## config.mk

```make
export PLATFORM = sky130hd
export DESIGN_NAME = root_power_arbiter_flat
export DESIGN_NICKNAME = d
export VERILOG_FILES = /design/src/rtl/root_power_arbiter_if.sv /design/src/rtl/root_power_arbiter_chk.sv /design/src/rtl/root_power_arbiter.sv /design/src/flat_wrapper.sv
export SDC_FILE = /design/constraint.sdc
export NUM_CORES = 1
export LEC_CHECK = 0
export CAP_MARGIN = 20
export CORE_ASPECT_RATIO = 0.75
export CORE_MARGIN = 1.5
export CORE_UTILIZATION = 30
export DETAILED_ROUTE_END_ITERATION = 6
export GPL_TIMING_DRIVEN = 1
export PLACE_DENSITY_LB_ADDON = 0.08
export SYNTH_ARGS = -nofsm -noshare
export SYNTH_HDL_FRONTEND = slang
export SYNTH_SLANG_ARGS = --single-unit
```

## constraint.sdc

```tcl
create_clock -name clk -period 9.55 [get_ports clk]
set_input_delay 2.865 -clock clk [delete_from_list [all_inputs] [get_ports clk]]
set_output_delay 2.865 -clock clk [all_outputs]
set_load 0.01 [all_outputs]
```

## src/rtl/root_power_arbiter_if.sv

```systemverilog
// Requester handshake and root-interconnect steering bundle for the root-power arbiter.
interface root_power_arbiter_if #(
    parameter int NN    = 4,
    parameter int NB    = 4,
    parameter int LEN_W = 8
);
    localparam int NN_W   = (NN > 1) ? $clog2(NN) : 1;
    localparam int BANK_W = (NB > 1) ? $clog2(NB) : 1;

    logic [NN-1:0]              req_valid;
    logic [NN-1:0][BANK_W-1:0]  req_bank;
    logic [NN-1:0][LEN_W-1:0]   req_len;
    logic [NN-1:0]              req_ready;
    logic [NN-1:0]              active;
    logic [NN-1:0]              done;
    logic [NB-1:0][NN_W-1:0]    ntt_intt_select;
    logic [NB-1:0]              bank_busy;
    logic [NN-1:0][BANK_W-1:0]  root_select;
    logic [NN-1:0]              root_select_valid;

    modport master (
        output req_valid, req_bank, req_len,
        input  req_ready, active, done, ntt_intt_select, bank_busy,
               root_select, root_select_valid
    );

    modport slave (
        input  req_valid, req_bank, req_len,
        output req_ready, active, done, ntt_intt_select, bank_busy,
               root_select, root_select_valid
    );
endinterface

```

## src/rtl/root_power_arbiter_chk.sv

```systemverilog
// Ownership invariants of the root-power arbiter: each busy bank has exactly one
// active owner and no requester owns two banks at once.
module root_power_arbiter_chk #(
    parameter int NN   = 4,
    parameter int NB   = 4,
    parameter int NN_W = (NN > 1) ? $clog2(NN) : 1
) (
    input logic                      clk,
    input logic                      rst,
    input logic [NB-1:0]             bank_busy,
    input logic [NB-1:0][NN_W-1:0]   owner,
    input logic [NN-1:0]             active
);
    logic owner_ok_s;
    logic unique_ok_s;

    // Cross-check busy banks against the active vector
    always_comb begin
        owner_ok_s  = ($countones(active) == $countones(bank_busy));
        unique_ok_s = 1'b1;
        for (int b = 0; b < NB; b++) begin
            owner_ok_s = owner_ok_s && (!bank_busy[b] || active[owner[b]]);
            for (int c = b + 1; c < NB; c++) begin
                unique_ok_s = unique_ok_s &&
                              !(bank_busy[b] && bank_busy[c] && (owner[b] == owner[c]));
            end
        end
    end

    a_active_owner: assert property (@(posedge clk) disable iff (rst) owner_ok_s)
        else $error("root_power_arbiter: active vector disagrees with bank owners");

    a_single_bank: assert property (@(posedge clk) disable iff (rst) unique_ok_s)
        else $error("root_power_arbiter: requester owns two banks");
endmodule

```

## src/rtl/root_power_arbiter.sv

```systemverilog
// Per-bank round-robin arbiter for the shared root-power RAM banks. Drives the address-path
// owner select and a return-path select delayed by the interconnect plus RAM read latency.
module root_power_arbiter #(
    parameter int NN      = 4,
    parameter int NB      = 4,
    parameter int LEN_W   = 8,
    parameter int RET_LAT = 3
) (
    input  logic                 clk,
    input  logic                 rst,
    root_power_arbiter_if.slave  bus
);
    localparam int NN_W   = (NN > 1) ? $clog2(NN) : 1;
    localparam int BANK_W = (NB > 1) ? $clog2(NB) : 1;

    typedef enum logic [0:0] {S_IDLE = 1'b0, S_BUSY = 1'b1} bank_state_e;

    bank_state_e        state_r     [NB];
    bank_state_e        state_nxt_s [NB];
    logic [NN_W-1:0]    owner_r     [NB];
    logic [NN_W-1:0]    owner_nxt_s [NB];
    logic [LEN_W-1:0]   cnt_r       [NB];
    logic [LEN_W-1:0]   cnt_nxt_s   [NB];
    logic [NN_W-1:0]    ptr_r       [NB];
    logic [NN_W-1:0]    ptr_nxt_s   [NB];
    logic [NN-1:0]      elig_s      [NB];
    logic [NN_W-1:0]    win_s       [NB];
    logic [NB-1:0]      grant_s;
    logic [NN-1:0]      req_ready_s;
    logic [NN-1:0]      active_s;
    logic [NN-1:0]      done_s;
    logic [BANK_W-1:0]  act_bank_s  [NN];
    logic [RET_LAT-1:0] pipe_v_r    [NN];
    logic [BANK_W-1:0]  pipe_bank_r [NN][RET_LAT];

    function automatic int rr_idx(input logic [NN_W-1:0] ptr, input int k);
        return (int'(ptr) + k) % NN;
    endfunction

    // A zero length still moves one beat, so it loads the same count as a length of one
    function automatic logic [LEN_W-1:0] len_to_cnt(input logic [LEN_W-1:0] len);
        return (len == '0) ? '0 : len - LEN_W'(1'b1);
    endfunction

    // Per-requester view of the bank it owns and whether this is its final beat
    always_comb begin
        active_s = '0;
        done_s   = '0;
        for (int i = 0; i < NN; i++) begin
            act_bank_s[i] = '0;
            for (int b = 0; b < NB; b++) begin
                active_s[i]   = active_s[i] | ((state_r[b] == S_BUSY) && (owner_r[b] == NN_W'(i)));
                done_s[i]     = done_s[i] | ((state_r[b] == S_BUSY) && (owner_r[b] == NN_W'(i))
                                             && (cnt_r[b] == '0));
                act_bank_s[i] = ((state_r[b] == S_BUSY) && (owner_r[b] == NN_W'(i)))
                                ? BANK_W'(b) : act_bank_s[i];
            end
        end
    end

    // Bank FSM next state: a bank takes a new owner when idle or on its final beat
    always_comb begin
        req_ready_s = '0;
        for (int b = 0; b < NB; b++) begin
            for (int i = 0; i < NN; i++) begin
                elig_s[b][i] = bus.req_valid[i] && (bus.req_bank[i] == BANK_W'(b))
                               && (int'(bus.req_bank[i]) < NB)
                               && !(active_s[i] && !done_s[i]);
            end
            // Scan downward so the eligible requester nearest the pointer is the last written
            win_s[b] = '0;
            for (int k = NN - 1; k >= 0; k--) begin
                win_s[b] = elig_s[b][rr_idx(ptr_r[b], k)] ? NN_W'(rr_idx(ptr_r[b], k)) : win_s[b];
            end
            grant_s[b]  = (|elig_s[b]) && ((state_r[b] == S_IDLE) || (cnt_r[b] == '0)) && !rst;
            req_ready_s = req_ready_s | (grant_s[b] ? (NN'(1'b1) << win_s[b]) : '0);

            case (state_r[b])
                S_IDLE:  state_nxt_s[b] = grant_s[b] ? S_BUSY : S_IDLE;
                S_BUSY:  state_nxt_s[b] = (grant_s[b] || (cnt_r[b] != '0)) ? S_BUSY : S_IDLE;
                default: state_nxt_s[b] = S_IDLE;
            endcase

            owner_nxt_s[b] = grant_s[b] ? win_s[b] : owner_r[b];
            ptr_nxt_s[b]   = grant_s[b] ? NN_W'((int'(win_s[b]) + 1) % NN) : ptr_r[b];
            cnt_nxt_s[b]   = grant_s[b] ? len_to_cnt(bus.req_len[win_s[b]])
                           : ((cnt_r[b] != '0) ? cnt_r[b] - LEN_W'(1'b1) : cnt_r[b]);
        end
    end

    // Bank FSM state, owner, beat counter and round-robin pointer
    always_ff @(posedge clk) begin
        if (rst) begin
            for (int b = 0; b < NB; b++) begin
                state_r[b] <= S_IDLE;
                owner_r[b] <= '0;
                cnt_r[b]   <= '0;
                ptr_r[b]   <= '0;
            end
        end else begin
            for (int b = 0; b < NB; b++) begin
                state_r[b] <= state_nxt_s[b];
                owner_r[b] <= owner_nxt_s[b];
                cnt_r[b]   <= cnt_nxt_s[b];
                ptr_r[b]   <= ptr_nxt_s[b];
            end
        end
    end

    // Return-path delay line; bank fields only advance with valid data so the tail holds
    always_ff @(posedge clk) begin
        if (rst) begin
            for (int i = 0; i < NN; i++) begin
                pipe_v_r[i] <= '0;
                for (int k = 0; k < RET_LAT; k++) begin
                    pipe_bank_r[i][k] <= '0;
                end
            end
        end else begin
            for (int i = 0; i < NN; i++) begin
                pipe_v_r[i][0] <= active_s[i];
                if (active_s[i]) begin
                    pipe_bank_r[i][0] <= act_bank_s[i];
                end
                for (int k = 1; k < RET_LAT; k++) begin
                    pipe_v_r[i][k] <= pipe_v_r[i][k-1];
                    if (pipe_v_r[i][k-1]) begin
                        pipe_bank_r[i][k] <= pipe_bank_r[i][k-1];
                    end
                end
            end
        end
    end

    // Interface outputs, decoded from registered state only (req_ready aside)
    always_comb begin
        bus.req_ready = req_ready_s;
        bus.active    = active_s;
        bus.done      = done_s;
        for (int b = 0; b < NB; b++) begin
            bus.ntt_intt_select[b] = owner_r[b];
            bus.bank_busy[b]       = (state_r[b] == S_BUSY);
        end
        for (int i = 0; i < NN; i++) begin
            bus.root_select[i]       = pipe_bank_r[i][RET_LAT-1];
            bus.root_select_valid[i] = pipe_v_r[i][RET_LAT-1];
        end
    end

    root_power_arbiter_chk #(.NN(NN), .NB(NB), .NN_W(NN_W)) u_chk (
        .clk       (clk),
        .rst       (rst),
        .bank_busy (bus.bank_busy),
        .owner     (bus.ntt_intt_select),
        .active    (bus.active)
    );
endmodule

```

## src/flat_wrapper.sv

```systemverilog
// flat-port wrapper written by rule: the top's interface ports become plain ports
module root_power_arbiter_flat 
#(
    parameter int NN      = 4,
    parameter int NB      = 4,
    parameter int LEN_W   = 8,
    parameter int RET_LAT = 3
)
  (clk, rst, bus_req_valid, bus_req_bank, bus_req_len, bus_req_ready, bus_active, bus_done, bus_ntt_intt_select, bus_bank_busy, bus_root_select, bus_root_select_valid);
  root_power_arbiter_if #(.NN(NN), .NB(NB), .LEN_W(LEN_W)) bus_i ();
  input  logic clk;
  input  logic rst;
  input wire logic [$bits(bus_i.req_valid)-1:0] bus_req_valid;
  input wire logic [$bits(bus_i.req_bank)-1:0] bus_req_bank;
  input wire logic [$bits(bus_i.req_len)-1:0] bus_req_len;
  output wire logic [$bits(bus_i.req_ready)-1:0] bus_req_ready;
  output wire logic [$bits(bus_i.active)-1:0] bus_active;
  output wire logic [$bits(bus_i.done)-1:0] bus_done;
  output wire logic [$bits(bus_i.ntt_intt_select)-1:0] bus_ntt_intt_select;
  output wire logic [$bits(bus_i.bank_busy)-1:0] bus_bank_busy;
  output wire logic [$bits(bus_i.root_select)-1:0] bus_root_select;
  output wire logic [$bits(bus_i.root_select_valid)-1:0] bus_root_select_valid;
  assign bus_i.req_valid = bus_req_valid;
  assign bus_i.req_bank = bus_req_bank;
  assign bus_i.req_len = bus_req_len;
  assign bus_req_ready = bus_i.req_ready;
  assign bus_active = bus_i.active;
  assign bus_done = bus_i.done;
  assign bus_ntt_intt_select = bus_i.ntt_intt_select;
  assign bus_bank_busy = bus_i.bank_busy;
  assign bus_root_select = bus_i.root_select;
  assign bus_root_select_valid = bus_i.root_select_valid;
  root_power_arbiter #(.NN(NN), .NB(NB), .LEN_W(LEN_W), .RET_LAT(RET_LAT)) u_core (.clk(clk), .rst(rst), .bus(bus_i));
endmodule
```

## Yosys cells after proc, flatten, opt, wreduce, memory -nomap -nowiden

Memories as Yosys holds them, arrays and structs flattened.
Cells that the tools add are included.

| word-level totals | value |
|---|---|
| register bits after elaboration | 0 |
| RAM bits | 88 |
| memories kept | 6 |

Memory list:

| name | depth | bits a word | rd ports | clocked after Yosys merged registers in | write ports | RTL line | source |
|---|---|---|---|---|---|---|---|
| u_core.cnt_r | 4 | 8 | 4 | 0 | 4 | root_power_arbiter.sv:22 | `logic [LEN_W-1:0] cnt_r [NB];` |
| u_core.pipe_bank_r | 4 | 6 | 4 | 0 | 4 | root_power_arbiter.sv:34 | `logic [BANK_W-1:0] pipe_bank_r [NN][RET_LAT];` |
| u_core.pipe_v_r | 4 | 3 | 4 | 0 | 4 | root_power_arbiter.sv:33 | `logic [RET_LAT-1:0] pipe_v_r [NN];` |
| u_core.owner_r | 4 | 2 | 4 | 0 | 4 | root_power_arbiter.sv:20 | `logic [NN_W-1:0] owner_r [NB];` |
| u_core.ptr_r | 4 | 2 | 4 | 0 | 4 | root_power_arbiter.sv:24 | `logic [NN_W-1:0] ptr_r [NB];` |
| u_core.state_r | 4 | 1 | 4 | 0 | 4 | root_power_arbiter.sv:18 | `bank_state_e state_r [NB];` |

| cells by class | value |
|---|---|
| add/sub/neg operators | 24 |
| $lt $le $gt $ge | 20 |
| equality and inequality tests | 24 |
| shift-type cells | 4 |
| muxes and demuxes | 195 |
| bitwise logic cells | 83 |
| reduce and logical (&&, ||, !) cells | 129 |

Operator list:

| cell | number |
|---|---|
| two-way mux 8 bit | 20 |
| two-way mux 2 bit | 52 |
| two-way mux 1 bit | 95 |
| logical AND 1 bit | 76 |
| binary-select mux 8 bit (select 2 bit) | 4 |
| logical NOT 8 bit | 8 |
| bitwise OR 1 bit | 64 |
| subtractor 8 x 1 -> 8 bit, second input constant | 8 |
| < comparator 3 x 4 -> 1 bit, second input constant | 12 |
| binary-select mux 1 bit (select 2 bit) | 16 |
| equality test 2 bit, second input constant | 16 |
| nonzero test 8 bit | 4 |
| < comparator 2 x 3 -> 1 bit, second input constant | 8 |
| OR reduction 2 bit | 12 |
| adder 2 x 1 -> 2 bit, second input constant | 8 |
| adder 2 bit, second input constant | 8 |
| equality test 2 x 1 -> 1 bit, second input constant | 8 |
| logical NOT 2 bit | 8 |
| two-way mux 4 bit | 4 |
| OR reduction 4 bit | 4 |
| << shifter 1 x 2 -> 4 bit, first input constant | 4 |
| bitwise AND 1 bit, first input constant | 12 |
| bitwise OR 4 bit | 3 |
| logical NOT 1 bit | 9 |
| other kinds (3) | 16 |

## Logic depth before layout (Yosys ltp)

Gate-level depths: netlist of run 1.
An unclocked memory read counts as a cell.

| depth | value |
|---|---|
| depth after elaboration | 24 |
| depth in mapped cells | 19 |

## Worst setup path after synthesis of run 1

No wires, ideal clock.

| timing | value |
|---|---|
| path type | input port to output port |
| start | in bus_req_bank[1] |
| end | out bus_req_ready[0] |
| arrival time | 4625 ps |
| required time | 6685 ps |
| path slack | 2060 ps |
| cell stages on the path | 7 |
| cell sequence | nor3b_1 o21ai_0 and3_1 nor3b_1 clkbuf_1 a222oi_1 nand2_1 |

| on the way | value |
|---|---|
| cells in the longest elaborated chain, start to end | 15 |
| elaborated cells on any way between the ends | 95 |
| classes of those cells | 3 x eq/ne; 4 x shift; 64 x mux; 3 x bitwise; 21 x reduce/logical |

Ends and longest elaborated chain:

| item | RTL line | source |
|---|---|---|
| start: declaration | flat_wrapper.sv:14 | `input wire logic [$bits(bus_i.req_bank)-1:0] bus_req_bank;` |
| equality test 2 x 1 -> 1 bit / logical NOT 2 bit (equally long branches) | root_power_arbiter.sv:66 | `elig_s[b][i] = bus.req_valid[i] && (bus.req_bank[i] == BANK_W'(b))` |
| logical AND 1 bit | root_power_arbiter.sv:66 |  |
| logical AND 1 bit | root_power_arbiter.sv:68 | `&& !(active_s[i] && !done_s[i]);` |
| binary-select mux 1 bit (select 2 bit) | root_power_arbiter.sv:73 | `win_s[b] = elig_s[b][rr_idx(ptr_r[b], k)] ? NN_W'(rr_idx(ptr_r[b], k)) : win_s[b];` |
| two-way mux 1 bit (not written as such) (2 in a row) | root_power_arbiter.sv:73 |  |
| two-way mux 2 bit (4 in a row) | root_power_arbiter.sv:73 |  |
| << shifter 1 x 2 -> 4 bit | root_power_arbiter.sv:76 | `req_ready_s = req_ready_s \| (grant_s[b] ? (NN'(1'b1) << win_s[b]) : '0);` |
| two-way mux 4 bit | root_power_arbiter.sv:76 |  |
| bitwise OR 4 bit (2 in a row) | root_power_arbiter.sv:76 |  |
| bitwise OR 4 bit * | root_power_arbiter.sv:76 |  |
| end: declaration | flat_wrapper.sv:16 | `output wire logic [$bits(bus_i.req_ready)-1:0] bus_req_ready;` |

Every way passes the cells marked *; elsewhere a longest branch is shown, timed or not. The select of a mux whose other input is x is not followed.

## Worst setup path in the final report of run 1

| timing | value |
|---|---|
| start | in bus_req_bank[7] |
| end | out bus_req_ready[2] |

Same word-level chain as after synthesis.

==> summary by stage, run 1 <==
Outcome
The flow ran to the end, but the final reports show violations. The final reports fail on DRC.

Power and ir drop
The clock network accounts for approximately a fifth of the total power. The largest vdd supply drop is slightly above 0.0001 V. The analysis attributes to net switching a power of about 0.74 mW. The switching power share of the total is between 40 and 50%.

Combinational logic burns ~48% of the power. The share of total power dissipated in sequential elements is just over 30%. The leakage dissipation is ~3.1 nW.

Power spread over the standard cell area amounts to approximately 210 mW/mm^2. The internal portion of the total power is 1.038 mW. The post-layout total power is between 1.5 and 2 mW.

Global route
The first global-routing pass estimated 37610 um of wire. For this run the aggregate overflow at the end of global routing stands at 0. The number of global-route vias before repair is just over 6000. met2 is the most crowded layer.

The met1 usage in global routing is between 20% and 30%. Entering global routing, the biggest net connects 28 pins. The met3 usage is under 10%. The global routing usage on met2 is between 30% and 40%. The initial antenna violation count is 0. The overall routing resource usage is 21.02%.

Layout
Cells fill 36.18% of the core in the end. The final antenna diode count is 0. Leaving out filler cells and counting taps, the final layout contains between 1000 and 1500. At the end of the flow, the number of nets in the layout was slightly below 1000. Summing all non-filler instances in the final layout gives an area of 0.008300 sq mm.

The proportion of layout cells with a drive suffix above 1 is 10.86%. The area growth from synthesis to layout is 18.78%.

Synthesis
The number of cells produced by synthesis is 850. By area the synthesized netlist is led by dfxtp_1, edfxtp_1, ha_1. The synthesis warning total is 0. The post-synthesis sequential area ratio is approximately 29%. By count the netlist is led by nand2_1, dfxtp_1, nor2_1. Yosys mapped a number of flops with a built-in enable equal to 24.

The most numerous cell in the Yosys netlist is nand2_1. The number of nets in the synthesized netlist is between 900 and 1000. In this run, distinct cell masters in the synthesized netlist total 87. For this run, asynchronously set or reset flops after synthesis account for 0%. The share of Yosys cell area claimed by the top area cell type is 18.33%. The mapped netlist covers between 0.006 and 0.007 sq mm. After synthesis the netlist holds a flip-flop and latch count of 88. The mean instance size in the synthesized netlist is 8.221 sq um.

The dominant register cell in the synthesized netlist is dfxtp_1. The library cell occupying the most area in the post-synthesis netlist is dfxtp_1.

STA
The post-route worst hold slack is between 0.4 and 0.5 ns. The final setup slack of the worst path is between 0.6 and 0.7 ns. Setup repair after global routing left no endpoint under its margin. The achievable clock frequency is 0.1120 GHz. The worst pin sits at a relative slew slack of between 20% and 30%. On the final layout, the worst clock skew is between 0.01 and 0.015 ns. The number of setup violations in the final report is 0. Dividing the final minimum period by the clock period gives around 94%. For the pin with the worst max-slew slack, the measured transition is approximately 1.1 ns.

For the finished layout, the period the worst path requires is 8.932 ns. The count of pins over their slew limit was 0. Setup total negative slack on the finished layout was measured at 0 ns. The number of hold violations in the final report came to 0.

CTS
The number of H-tree levels is 3. Gates resized during post-CTS repair numbered 0. The number of setup buffers added after CTS is 0. The number of hold buffers added after CTS was 0.

Clock tree synthesis inserted a total of 9 buffers. The tree is rooted in a clkbuf_16. For the worst-skew pair, the clock arrives at the later sink with an insertion delay of ~0.36 ns.

The clock passes through at most 2 buffers. The clock sink count is ~90. The clock slew seen by the registers of the worst setup and hold paths is 0.06 ns. The TritonCTS clock tree is built.

Critical path
For this design, the slowest cell found on the critical path is a311o_2. Traced cell by cell, the critical path runs through clkdlybuf4s50_1, nor2_1, o211ai_2, a311o_2, nor2_2, inv_2, ha_1, a222oi_1, nand2_1, clkdlybuf4s50_1. In this run the worst path has a maximum fanout of 17. The required time at the worst-slack endpoint is 6.69 ns.

The critical path endpoint category is an output pin. The most numerous cell type found on the critical path is clkdlybuf4s50_1. The type of the worst setup path is input port to output pin. The critical path arrival is just over 6 ns.

The worst-case register-to-register setup slack is ~4.6 ns. The kind of start point of the critical path is an input port. For this run, the slowest stage of the critical path takes 0.54 ns. The number of buffers and inverters on the critical path is 3. In this design, the largest share of critical-path delay is due to buffers and inverters.

Min path
The worst hold path class is register to register.

Die
The core region is 0.02294 sq mm. The I/O pin count is 82. The area enclosed by the die boundary is around 0.024 sq mm. The width of the die is between 150 and 200 um.

The initial utilization of the core area, before any placement, comes to 30.46%. In this run the core area contains 48 standard-cell rows. The die span in y is 135.2 um.

Routing
For this block, the via count after detailed routing is between 6000 and 7000. After the first detailed-routing iteration, the DRC count stood at 532. The post-detailed-route via-to-cell ratio is approximately 5.5. After detailed routing, the number of remaining DRC violations is 6.

The number of nets with antenna violations after detailed routing is 0. After detailed routing, the average wire length per cell comes to between 20 and 25 um. Summed over all layers, the routed wires come to 24850 um. The first TritonRoute pass finished after 7 iterations.

Place
During placement, the flow inserted port buffers numbering 81. The congestion estimate from routability-driven global placement came to 0.9494. Prior to clock tree synthesis, the placed netlist has a worst setup slack of between 0.6 and 0.7 ns.

The HPWL reported at the end of detailed placement is 19670 um. Including well taps, the total number of placed cells is 1196. After detailed placement, the total cell area comes to between 0.007 and 0.008 sq mm.

Job
The count of max-cap constraint violations is 0.
layout by cell type (no fill, tap or decap), drive strengths merged, types with 6 or more instances in the layout:
master,count
xnor2,24
nor2b,17
o21a,6
a211oi,11
xor2,13
clkdlybuf4s50,80
o22ai,9
o221ai,12
dfxtp,64
nor3b,10
nand2,86
ha,28
a21oi,37
or2,11
nand3b,11
mux4,6
nor3,22
a22oi,6
o21ai,59
clkbuf,14
and3,8
nor4,10
nor2,66
mux2i,12
and2,14
edfxtp,24
nand3,42
o211ai,44
buf,19
a222oi,8
o31ai,9
inv,49
per-layer routing:
layer | share of wire [%] | wire [um] | vias up
met2 | 44 | 10830 | 221
met3 | 7.3 | 1820 | 30
met4 | 1.3 | 313 | 0
li1 | - | - | 3244
met1 | 48 | 11880 | 3165
met5 | 0 | 0 | -
worst paths after layout:
check / cells past startpoint / end / startpoint
setup / recovery: 10 / bus_req_ready[2] / bus_req_bank[7]
hold / removal: 1 / u_core.pipe_v_r[1][1]$_SDFF_PP0_ / u_core.pipe_v_r[1][0]$_SDFF_PP0_
setup reg to reg: 17 / u_core.cnt_r[3][0]$_SDFFE_PP0P_ / u_core.cnt_r[2][0]$_SDFFE_PP0P_
hold reg to reg: 1 / u_core.pipe_v_r[1][1]$_SDFF_PP0_ / u_core.pipe_v_r[1][0]$_SDFF_PP0_
power by group through the flow:
stage / logic [mW] / clock network [mW] / registers, mW
floorplan: 0.602 / 0 / 0.534
global placement: 0.852 / 0 / 0.555
detailed placement: 0.841 / 0 / 0.555
CTS: 0.847 / 0.392 / 0.547
global route: 0.934 / 0.403 / 0.559
finish: 0.849 / 0.379 / 0.547
registers in the layout, indices dropped and copies added, names as in the netlist:
name	count
u_core.state_r	4
u_core.pipe_v_r	12
u_core.cnt_r	32
u_core.ptr_r	8
u_core.pipe_bank_r	24
u_core.owner_r	8
cell families (layout without fill, tap and decap cells):
| logic type | after synthesis | in the layout | share of synthesized area (%) |
|---|---|---|---|
| and+or+nand+nor | 324 | 324 | 24.28 |
| buffers and inverters | 106 | 168 | 7.448 |
| AOI/OAI and AO/OA | 246 | 246 | 25.84 |
| muxes | 21 | 21 | 4.136 |
| DFF | 88 | 88 | 28.65 |
| adders and majority gates | 28 | 28 | 5.013 |
| xor gates and xnor gates | 37 | 37 | 4.637 |
worst reg2reg max path: cells and delay by family (launching register included):
family | cells | cell delay (ns)
compound gates | 6 | 2.06
simple gates | 6 | 1.50
flops | 1 | 0.42
buf+inv | 3 | 0.38
fa+ha+maj | 2 | 0.46
layout make-up:
cell class | instances | area [sq um]
clock buffers | 14 | 274.0
well taps | 300 | 375.4
clock inverters | 2 | 37.54
inverters | 53 | 200.2
repair buffers | 99 | 940.9
multi-input cells | 656 | 4471
fillers | 2386 | 14640
flip-flops and latches | 88 | 2002
Power figures use the tool's default switching activity.
==> run 2, diff against run 1 <==
Settings changed: CORE_UTILIZATION 30 to 60.
==> summary by stage, run 2 (synthesized netlist as in run 1, its figures left out) <==
Critical path
The logic depth of the worst register-to-register path is 15 (was 17). The required time at the worst-slack endpoint was 6.69 ns (about the same). The master of the slowest instance on the critical path is o2bb2ai_1 (was a311o_2). The type of the worst setup path is input port to output pin (unchanged).

The kind of start point of the critical path is an input port (unchanged). CP cell instances: clkdlybuf4s50_1, nand2_1, nor2_1, o21ai_0, o2bb2ai_1, o22a_2, inv_1, ha_1, a222oi_1, nand2_1, clkdlybuf4s50_1 (was clkdlybuf4s50_1, nor2_1, o211ai_2, a311o_2, nor2_2, inv_2, ha_1, a222oi_1, nand2_1, clkdlybuf4s50_1). The critical path arrival is 6.39 ns (was 6.07 ns). The critical path endpoint category is an output pin (unchanged). The launch instance of the worst register-to-register path is u_core.cnt_r[0][0]$_SDFFE_PP0P_ (was u_core.cnt_r[2][0]$_SDFFE_PP0P_).

The maximum single-stage delay on the critical path is 0.79 ns (was 0.54 ns). The end of the worst register-to-register path is u_core.cnt_r[1][5]$_SDFFE_PP0P_ (was u_core.cnt_r[3][0]$_SDFFE_PP0P_). The largest fanout on the critical path came to 13 (was 17). The origin of the worst setup path is bus_req_valid[0] (was bus_req_bank[7]). The worst-case register-to-register setup slack came to 4.34 ns (was 4.61 ns).

Layout
The final non-filler cell total was 1048 (was 1212). The most common library cell in the layout ignoring fill and taps is nand2_1 (unchanged). The post-route cell area came to 0.008034 sq mm (was 0.008300 sq mm). The area growth from synthesis to layout is 14.97% (was 18.78%).

Highest-count cells in the layout ignoring fill and taps: nand2_1, clkdlybuf4s50_1, nor2_1, dfxtp_1, o21ai_0 (unchanged). Top flop regs: u_core.cnt_r x32, u_core.pipe_bank_r x24, u_core.pipe_v_r x12 (unchanged). The flip-flop count of the largest register, all copies and words added is 32 (unchanged). The proportion of layout cells with a drive suffix above 1 was 10.36% (was 10.86%).

The core occupancy in the finished layout came to 72.07% (was 36.18%). The final net count came to 976 (was 981). The register name with the most flops is u_core.cnt_r (unchanged).

CTS
The TritonCTS clock tree is built (unchanged). The quantity of hold-fixing buffers added after cts was 0 (unchanged). The buffers inserted during post-CTS setup optimization was 0 (unchanged). The clock slew seen by the registers of the worst setup and hold paths was 0.07 ns (was 0.06 ns). The clock root buffer is clkbuf_16 (unchanged). The insertion delay to the later sink of the worst-skew pair is 0.35 ns (was 0.36 ns).

The number of H-tree levels is 3 (unchanged). The maximum root-to-sink buffer count is 2 (unchanged). The clock sink count was 88 (unchanged).

The number of CTS-inserted buffers came to 9 (unchanged). The number of resized instances in the post-cts repair step came to 0 (unchanged).

Die
The width of the die is 127.6 um (was 179.2 um). The area enclosed by the die boundary came to 0.01231 sq mm (was 0.02423 sq mm). The number of rows created at floorplan came to 33 (was 48). The core region area came to 0.01115 sq mm (was 0.02294 sq mm). The die span in y was 96.46 um (was 135.2 um). The starting density of the core came to 62.68% (was 30.46%). The I/O pin count was 82 (unchanged).

Global route
The first-pass GRT wire length is 35660 um (was 37610 um). The initial antenna violation count was 1 (was 0). The remaining global-route overflow is 0 (unchanged). The overall routing resource usage was 38.00% (was 21.02%). The maximum number of pins on one net before global-route repair came to 47 (was 28).

The number of global-route vias before repair is 6719 (was 6222).

Power and ir drop
The power per unit of standard cell area is 218.0 mW/mm^2 (was 213.8 mW/mm^2). The largest vdd supply drop came to 0.0001520 V (was 0.0001028 V). The post-layout total power is 1.751 mW (was 1.775 mW). The leakage dissipation was 3.062 nW (was 3.107 nW).

STA
The number of setup violations in the final report is 0 (unchanged). The final critical-path required period is 9.250 ns (was 8.932 ns). The final setup TNS came to 0 ns (unchanged).

The post-route worst hold slack is 0.4879 ns (was 0.4746 ns). The actual slew at the worst max-slew pin is 0.9656 ns (was 1.072 ns). The period utilization came to 96.86% (was 93.53%).

The setup skew after layout is 0.01022 ns (was 0.01105 ns). The final setup slack of the worst path was 0.2999 ns (was 0.6180 ns). The worst slew slack as a fraction of its limit is 35.63% (was 28.37%).

The count of pins over their slew limit came to 0 (unchanged). Unrepaired setup endpoints after global routing: false (unchanged). The number of hold violations in the final report is 0 (unchanged). The achievable clock frequency came to 0.1081 GHz (was 0.1120 GHz).

Routing
The violation count after the first detailed-route iteration is 1178 (was 532). The first-pass iteration count of the detailed router was 7 (unchanged). The number of remaining DRC errors was 0 (was 6). The number of nets with antenna violations after detailed routing is 0 (unchanged). The wire length after detailed routing came to 23540 um (was 24850 um).

The post-detailed-route via-to-cell ratio is 6.948 (was 5.495). The vias after detailed routing came to 7282 (was 6660). The routed length per instance is 22.46 um (was 20.50 um).

Place
The weighted congestion reported at the end of routability-driven placement came to 1.052 (was 0.9494). The HPWL reported at the end of detailed placement came to 18060 um (was 19670 um). The number of port buffers is 81 (unchanged).

The number of placed cells counting well taps is 1031 (was 1196). The worst slack at placement is 0.4110 ns (was 0.6146 ns). The post-detailed-placement cell area is 0.007756 sq mm (was 0.007989 sq mm).

Min path
The number of cells traversed by the worst hold path is 1 (unchanged). The end of the worst hold path is u_core.pipe_v_r[3][2]$_DFF_P_ (was u_core.pipe_v_r[1][1]$_SDFF_PP0_). The worst hold path class was register to register (unchanged). The start point of the worst hold path is u_core.pipe_v_r[3][1]$_DFF_P_ (was u_core.pipe_v_r[1][0]$_SDFF_PP0_).

Outcome
Run status: complete, no violations (was complete, but fails checks).

Job
The count of max-cap constraint violations is 0 (unchanged).
## run 2: how the worst max path moves through the flow
stage	endpoint	slack, ns	cells past startpoint
6_report	bus_req_ready[3]	0.30	11
5_1_grt	bus_req_ready[3]	0.15	11
4_1_cts	bus_req_ready[3]	0.40	11
3_5_place_dp	bus_req_ready[3]	0.41	11
3_3_place_gp	bus_req_ready[3]	0.57	11
2_1_floorplan	bus_req_ready[0]	2.06	7
## run 2: cell type report
cell class	instances	area [sq um]
clock inverters	6	46.29
inverters	53	200.2
flip-flops and latches	88	2002
well taps	140	175.2
fillers	821	3114
diodes	1	2.502
multi-input cells	656	4471
clock buffers	10	229.0
repair buffers	94	908.4
## run 2: per-layer routing
| metal | GRT usage (%) | up-vias | part of all wire, % |
|---|---|---|---|
| met3 | 8.590 | 93 | 13 |
| li1 | - | 3245 | - |
| met5 | 0 | - | 0 |
| met4 | 14.70 | 0 | 3.5 |
| met1 | 50.07 | 3390 | 40 |
| met2 | 61.40 | 554 | 43 |
## run 2: report_power, final
part / internal [mW] / leakage (nW) / switching [mW]
clock network: 0.178 / 0.129 / 0.161
registers: 0.468 / 0.778 / 0.0867
logic: 0.344 / 2.16 / 0.514
total: 0.989 / 3.06 / 0.762
## run 2: critical path, delay by kind of cell
family                   cells  cell delay [ns]
adder cells (fa/ha/maj)      1             0.22
AO/OA/AOI/OAI                4             1.77
AND/OR/NAND/NOR              3             0.37
buffers and inverters        3             1.15
